## src/rtl/stereo_window_scheduler.sv

```systemverilog
// stereo_window_scheduler
//   Drives the left and right FIFO-to-line-buffer readers of the stereo matcher
//   with one shared read request, so both sides always stream the same pixel.
//   Streaming starts once both 3-row line buffers are primed. A request is issued
//   only while both FIFOs hold data and the matcher can take a pixel. The block
//   also tracks the column and row of the returning data and flags window
//   validity, line end, frame end and left/right priming skew.
//
// Ports
//   clk, rst          clock, asynchronous active-low reset
//   i_frame_start     arms a new frame (accepted in IDLE/DONE only)
//   i_abort           synchronous return to IDLE
//   i_left_primed     left line buffer holds 3 rows
//   i_right_primed    right line buffer holds 3 rows
//   i_left_empty      left FIFO empty
//   i_right_empty     right FIFO empty
//   i_match_ready     matcher accepts a window next cycle
//   o_read_request    shared read request to both readers
//   o_col, o_row      position of the pixel arriving with o_win_valid
//   o_win_valid       3x3 window complete on both sides
//   o_line_end        last pixel of a line
//   o_frame_end       last pixel of the frame
//   o_busy            high in PRIME/RUN/GAP
//   o_skew_err        sticky priming skew error
//
// state | meaning
// IDLE  | waiting for i_frame_start
// PRIME | waiting for both line buffers to be primed, skew timer active
// RUN   | streaming one line, one request per accepted pixel
// GAP   | single bubble cycle between lines
// DONE  | last line issued, back to IDLE (or PRIME on a new start)

module stereo_window_scheduler #(
  parameter int IMG_W    = 256,
  parameter int IMG_H    = 256,
  parameter int SKEW_MAX = 1023,
  parameter int CW       = 9
) (
  input  logic          clk,
  input  logic          rst,
  input  logic          i_frame_start,
  input  logic          i_abort,
  input  logic          i_left_primed,
  input  logic          i_right_primed,
  input  logic          i_left_empty,
  input  logic          i_right_empty,
  input  logic          i_match_ready,
  output logic          o_read_request,
  output logic [CW-1:0] o_col,
  output logic [CW-1:0] o_row,
  output logic          o_win_valid,
  output logic          o_line_end,
  output logic          o_frame_end,
  output logic          o_busy,
  output logic          o_skew_err
);

  localparam int SW = (SKEW_MAX > 0) ? $clog2(SKEW_MAX + 1) : 1;
  localparam logic [CW-1:0] LAST_COL  = CW'(IMG_W - 1);
  localparam logic [CW-1:0] LAST_LINE = CW'(IMG_H - 4);
  localparam logic [SW-1:0] SKEW_LOAD = SW'(SKEW_MAX);

  typedef enum logic [2:0] {
    IDLE  = 3'd0,
    PRIME = 3'd1,
    RUN   = 3'd2,
    GAP   = 3'd3,
    DONE  = 3'd4
  } state_t;

  state_t state, state_next;

  logic [CW-1:0] col;
  logic [CW-1:0] row;
  logic [SW-1:0] skew_cnt;
  logic          req_next;
  logic          fifo_ok;
  logic          last_col;
  logic          last_line;
  logic          start_ok;

  assign fifo_ok   = i_match_ready && !i_left_empty && !i_right_empty;
  // col/row always describe the request currently on o_read_request
  assign last_col  = o_read_request && (col == LAST_COL);
  assign last_line = (row == LAST_LINE);
  assign start_ok  = ((state == IDLE) || (state == DONE)) && i_frame_start && !i_abort;

  always_ff @(posedge clk or negedge rst) begin
    if (!rst) state <= IDLE;
    else      state <= state_next;
  end

  always_comb begin
    state_next = state;
    case (state)
      IDLE:    if (i_frame_start) state_next = PRIME;
      PRIME:   if (i_left_primed && i_right_primed) state_next = RUN;
      RUN:     if (last_col) state_next = last_line ? DONE : GAP;
      GAP:     state_next = RUN;
      DONE:    state_next = i_frame_start ? PRIME : IDLE;
      default: state_next = IDLE;
    endcase
    if (i_abort) state_next = IDLE;
  end

  // Request is registered but decided on the next state, so it is only ever
  // visible while the FSM sits in RUN (first request lands on the RUN entry cycle).
  always_comb begin
    req_next = (state_next == RUN) && fifo_ok;
    o_busy   = (state == PRIME) || (state == RUN) || (state == GAP);
  end

  always_ff @(posedge clk or negedge rst) begin
    if (!rst) begin
      col <= '0;
      row <= '0;
    end else if ((state_next != RUN) && (state_next != GAP)) begin
      col <= '0;
      row <= '0;
    end else if (o_read_request) begin
      if (col == LAST_COL) begin
        col <= '0;
        row <= row + CW'(1);
      end else begin
        col <= col + CW'(1);
      end
    end
  end

  // Data returns one cycle after the request; position flags follow it.
  always_ff @(posedge clk or negedge rst) begin
    if (!rst) begin
      o_read_request <= 1'b0;
      o_win_valid    <= 1'b0;
      o_line_end     <= 1'b0;
      o_frame_end    <= 1'b0;
      o_col          <= '0;
      o_row          <= '0;
    end else begin
      o_read_request <= req_next;
      if (i_abort) begin
        o_win_valid <= 1'b0;
        o_line_end  <= 1'b0;
        o_frame_end <= 1'b0;
        o_col       <= '0;
        o_row       <= '0;
      end else begin
        o_win_valid <= o_read_request && (col >= CW'(2));
        o_line_end  <= last_col;
        o_frame_end <= last_col && last_line;
        if (o_read_request) begin
          o_col <= col;
          o_row <= row;
        end
      end
    end
  end

  // Skew timer counts down over one-sided primed cycles; a skewed cycle seen
  // with the timer already at zero is the (SKEW_MAX+1)th and raises the error.
  always_ff @(posedge clk or negedge rst) begin
    if (!rst) begin
      skew_cnt   <= '0;
      o_skew_err <= 1'b0;
    end else if (start_ok) begin
      skew_cnt   <= SKEW_LOAD;
      o_skew_err <= 1'b0;
    end else if ((state == PRIME) && (i_left_primed ^ i_right_primed)) begin
      if (skew_cnt == '0) o_skew_err <= 1'b1;
      else                skew_cnt   <= skew_cnt - SW'(1);
    end
  end

endmodule

```

## config.mk

```make
export PLATFORM = sky130hd
export DESIGN_NAME = stereo_window_scheduler
export DESIGN_NICKNAME = d
export VERILOG_FILES = /design/src/rtl/stereo_window_scheduler.sv
export SDC_FILE = /design/constraint.sdc
export NUM_CORES = 1
export LEC_CHECK = 0
export CAP_MARGIN = 30
export CORE_MARGIN = 3
export CORE_UTILIZATION = 41
export CTS_CLUSTER_SIZE = 20
export DETAILED_ROUTE_END_ITERATION = 8
export HOLD_SLACK_MARGIN = 0.02
export PLACE_DENSITY = 0.64
export REMOVE_ABC_BUFFERS = 1
export SLEW_MARGIN = 10
export SYNTH_ARGS = -nofsm -noshare
export SYNTH_HDL_FRONTEND = slang
export SYNTH_SLANG_ARGS = --single-unit
```

## constraint.sdc

```tcl
create_clock -name clk -period 4.8 [get_ports clk]
set_input_delay 0.96 -clock clk [delete_from_list [all_inputs] [get_ports clk]]
set_output_delay 0.96 -clock clk [all_outputs]
set_load 0.02 [all_outputs]
```

==> summary.md <==
| Metric | Value |
|---|---|
| Minimum clock period | `2.80 ns` |
| Routed wire length | `5860 microns` |
| CP delay by family, top | `simple AND/OR/NAND/NOR gates` |
| Hpwl dp | `3960 microns` |
| Unrepaired setup endpoints after global routing | `false` |
| Total number of vias | `2,083` |
| Mapped Cells | `270` |
| Simple-gate share of the synthesized area | `24.5%` |
| Largest family of logic cells by synthesized area | `simple AND/OR/NAND/NOR gates` |
| Synth Register Bits | `54` |
| Max clock buf depth | `2` |
| Sequential area share after synthesis | `49.7%` |
| P&R area growth vs syn | `18.0%` |
| Final setup viols | `0` |
| Placed Cells incl. Taps | `369` |
| Worst path bufs/invs | `1` |
| Remaining DRCs | `0` |
| Die Y | `87.5 microns` |
| Final-report hold violation count | `0` |
| Critical Path Fanout Max | `7` |
| Mapped cell area | `0.00272 sq mm` |
| Rel. slew slack | `44.9%` |
| Critical-path top delay cell | `or4_1` |
| Nets | `314` |
| PwrDens | `262 mW/mm^2` |
| Hold buffers post-CTS | `0` |
| Critical Path, Cell by Cell | `clkdlybuf4s50_1 > ha_1 > nand4bb_4 > or4_1 > o31ai_1 > or3b_1` |
| Post-layout util | `50.3%` |
| CTS tree | `done` |
| Setup crit end kind | `flip-flop` |
| Die width | `87.5 microns` |
| Io pins | `33` |
| GRT overflow | `0` |
| Root Buffer | `clkbuf_8` |
| Most frequent cells in the layout | `dfrtp_1 (54), nor2_1 (38), clkdlybuf4s50_1 (31), mux2i_1 (19), nand2_1 (17)` |
| Cts bufs inserted | `5` |
| Largest net degree at the start of global routing | `55` |
| Number of global-route vias before repair | `1,996` |
| Gpl congestion | `0.792` |
| Mux contribution to synthesized area | `7.40%` |
| CP Data Required Time | `4.99 ns` |
| Overall power | `842 uW` |
| Tcrit/Tclk final | `58.4%` |
| Core area | `0.00639 sq mm` |
| Pins over their slew limit | `0` |
| Maximum VDD drop | `0.000110 V` |
| First-pass GRT wire length | `9870 microns` |
| Mean post-synth cell area | `10.1 sq um` |
| Static Leak | `0.00122 uW` |
| # port buffers | `32` |
| CP Class | `input port to flip-flop` |
| Rows | `29` |
| Total GRT Usage | `16.3%` |
| Post-DRT Antenna Nets | `0` |
| Max_cap viols | `0` |
| Post_cts resized | `0` |
| Post-DP Area | `0.00310 sq mm` |
| Sink Count | `54` |
| Worst-Skew Late Latency | `0.31 ns` |
| Share of cells above drive strength 1 | `6.69%` |
| H-tree depth | `2` |
| Routed len/inst | `15.6 microns` |
| WP data arrival | `2.99 ns` |
| Least-Margin Pin Slew | `0.819 ns` |
| Status | `finished, final reports clean` |
| Post-synthesis compound-gate area fraction | `8.69%` |
| Via-to-Cell Ratio | `5.54` |
| Post-Synth XOR/XNOR Area | `2.90%` |
| Initial Utilization | `42.6%` |
| Max Clock Skew | `0.00643 ns` |
| Die area | `0.00765 sq mm` |
| Hold crit path type | `flip-flop to flip-flop` |
| Distinct cells, synth | `46` |
| Worst-path clk slew | `0.09 ns` |
| Diode count | `0` |
| Synth Area in Adders | `2.76%` |
| Yosys warning count | `0` |
| Antenna violations before repair | `0` |
| Final instance area | `0.00321 sq mm` |
| Post-CTS setup buffer count | `0` |
| Commonest non-fill, non-tap cell in the layout | `dfrtp_1` |
| Initial DRC Count | `119` |
| Max incr delay on CP | `0.54 ns` |
| Router iterations before antenna repair | `4` |
| Post-route insts no fill | `376` |
| Setup TNS | `0 ns` |
| Worst setup SP type | `input port` |
| Max Fclk | `357 MHz` |
final cells by class:
cell class	count	area, sq um
tap	77	96.3
clock buffer	6	82.6
fill	586	3170
multi-input combinational	190	1260
inverter	12	45.0
timing repair buffer	36	349
clock inverter	1	30.0
sequential	54	1350
cells by family after synthesis:
family,Yosys count
xor+xnor,9
simple gates,118
fa+ha+maj,6
compound gates,37
flops,54
mux,20
buf+inv,26
final timing paths:
check / slack [ns] / cells after the start / endpoint / start
max: 2.00 / 6 / skew_cnt[7] / i_left_primed
min: 0.52 / 2 / o_skew_err / o_skew_err
max reg2reg: 2.27 / 5 / col[7] / o_read_request
min reg2reg: 0.52 / 2 / o_skew_err / o_skew_err
max in group asynchronous: 3.58 / 2 / col[7] / rst
min in group asynchronous: 0.76 / 2 / skew_cnt[0] / rst
flip-flops by register name, indices dropped and copies added (netlist names):
register,cells
skew_cnt,10
col,9
o_col,9
o_row,9
row,9
state,3
o_frame_end,1
o_line_end,1
o_read_request,1
o_skew_err,1
o_win_valid,1
synth_stat cells (all sizes together):
| cell | instances | area, sq um |
|---|---|---|
| buf | 7 | 38.8 |
| o41ai | 2 | 17.5 |
| a31oi | 2 | 12.5 |
| mux2 | 1 | 11.3 |
| a21boi | 1 | 7.51 |
| or3b | 2 | 17.5 |
| dfrtp | 54 | 1350 |
| a41o | 1 | 10.0 |
| xor2 | 3 | 26.3 |
| nand3 | 11 | 55.1 |
| a311oi | 2 | 17.5 |
| and3 | 2 | 12.5 |
| o21ai | 6 | 30.0 |
| o311ai | 1 | 8.76 |
| nor3b | 2 | 15.0 |
| and4b | 1 | 10.0 |
| mux2i | 19 | 190 |
| o31ai | 4 | 30.0 |
| nor4b | 1 | 8.76 |
| nand3b | 2 | 15.0 |
| or4 | 6 | 52.6 |
| nor3 | 7 | 35.0 |
| nand2 | 17 | 63.8 |
| nor2b | 1 | 6.26 |
| clkbuf | 7 | 28.8 |
| nor2 | 38 | 143 |
| nand4 | 3 | 48.8 |
| a2111oi | 1 | 8.76 |
| nand2b | 3 | 18.8 |
| o211ai | 1 | 7.51 |
| ha | 6 | 75.1 |
| nand4b | 2 | 17.5 |
| nand4bb | 1 | 27.5 |
| or2 | 1 | 6.26 |
| a21oi | 15 | 78.8 |
| or3 | 8 | 50.1 |
| o21a | 1 | 7.51 |
| nor4 | 10 | 62.6 |
| inv | 12 | 45.0 |
| xnor2 | 6 | 52.6 |
through the flow:
step,setup WS [ns],hold slack [ns]
after floorplan,2.21,0.493
after global placement,1.72,0.485
after detailed placement,1.67,0.494
after CTS,1.99,0.516
after global routing,1.88,0.555
final,2.00,0.524
per-layer routing:
metal / up-vias / routed length (microns) / global-route usage, %
met5: - / 0 / 0
met4: 0 / 89 / 4.60
met3: 10 / 266 / 3.12
met2: 61 / 2620 / 24.2
met1: 994 / 2880 / 24.2
li1: 1018 / - / -
worst reg2reg max path, stage by stage, from the launching register on:
cell     delay, ns
dfrtp_1       0.62
buf_4         0.38
nand4_4       0.23
nor4_1        0.49
mux2_2        0.56
a21oi_1       0.18
report_power, final:
group          internal [uW]  switching (uW)
Combinational           22.3            34.2
Clock                    167             149
Sequential               461            8.43
No activity file was read; power rests on OpenSTA's default activity.
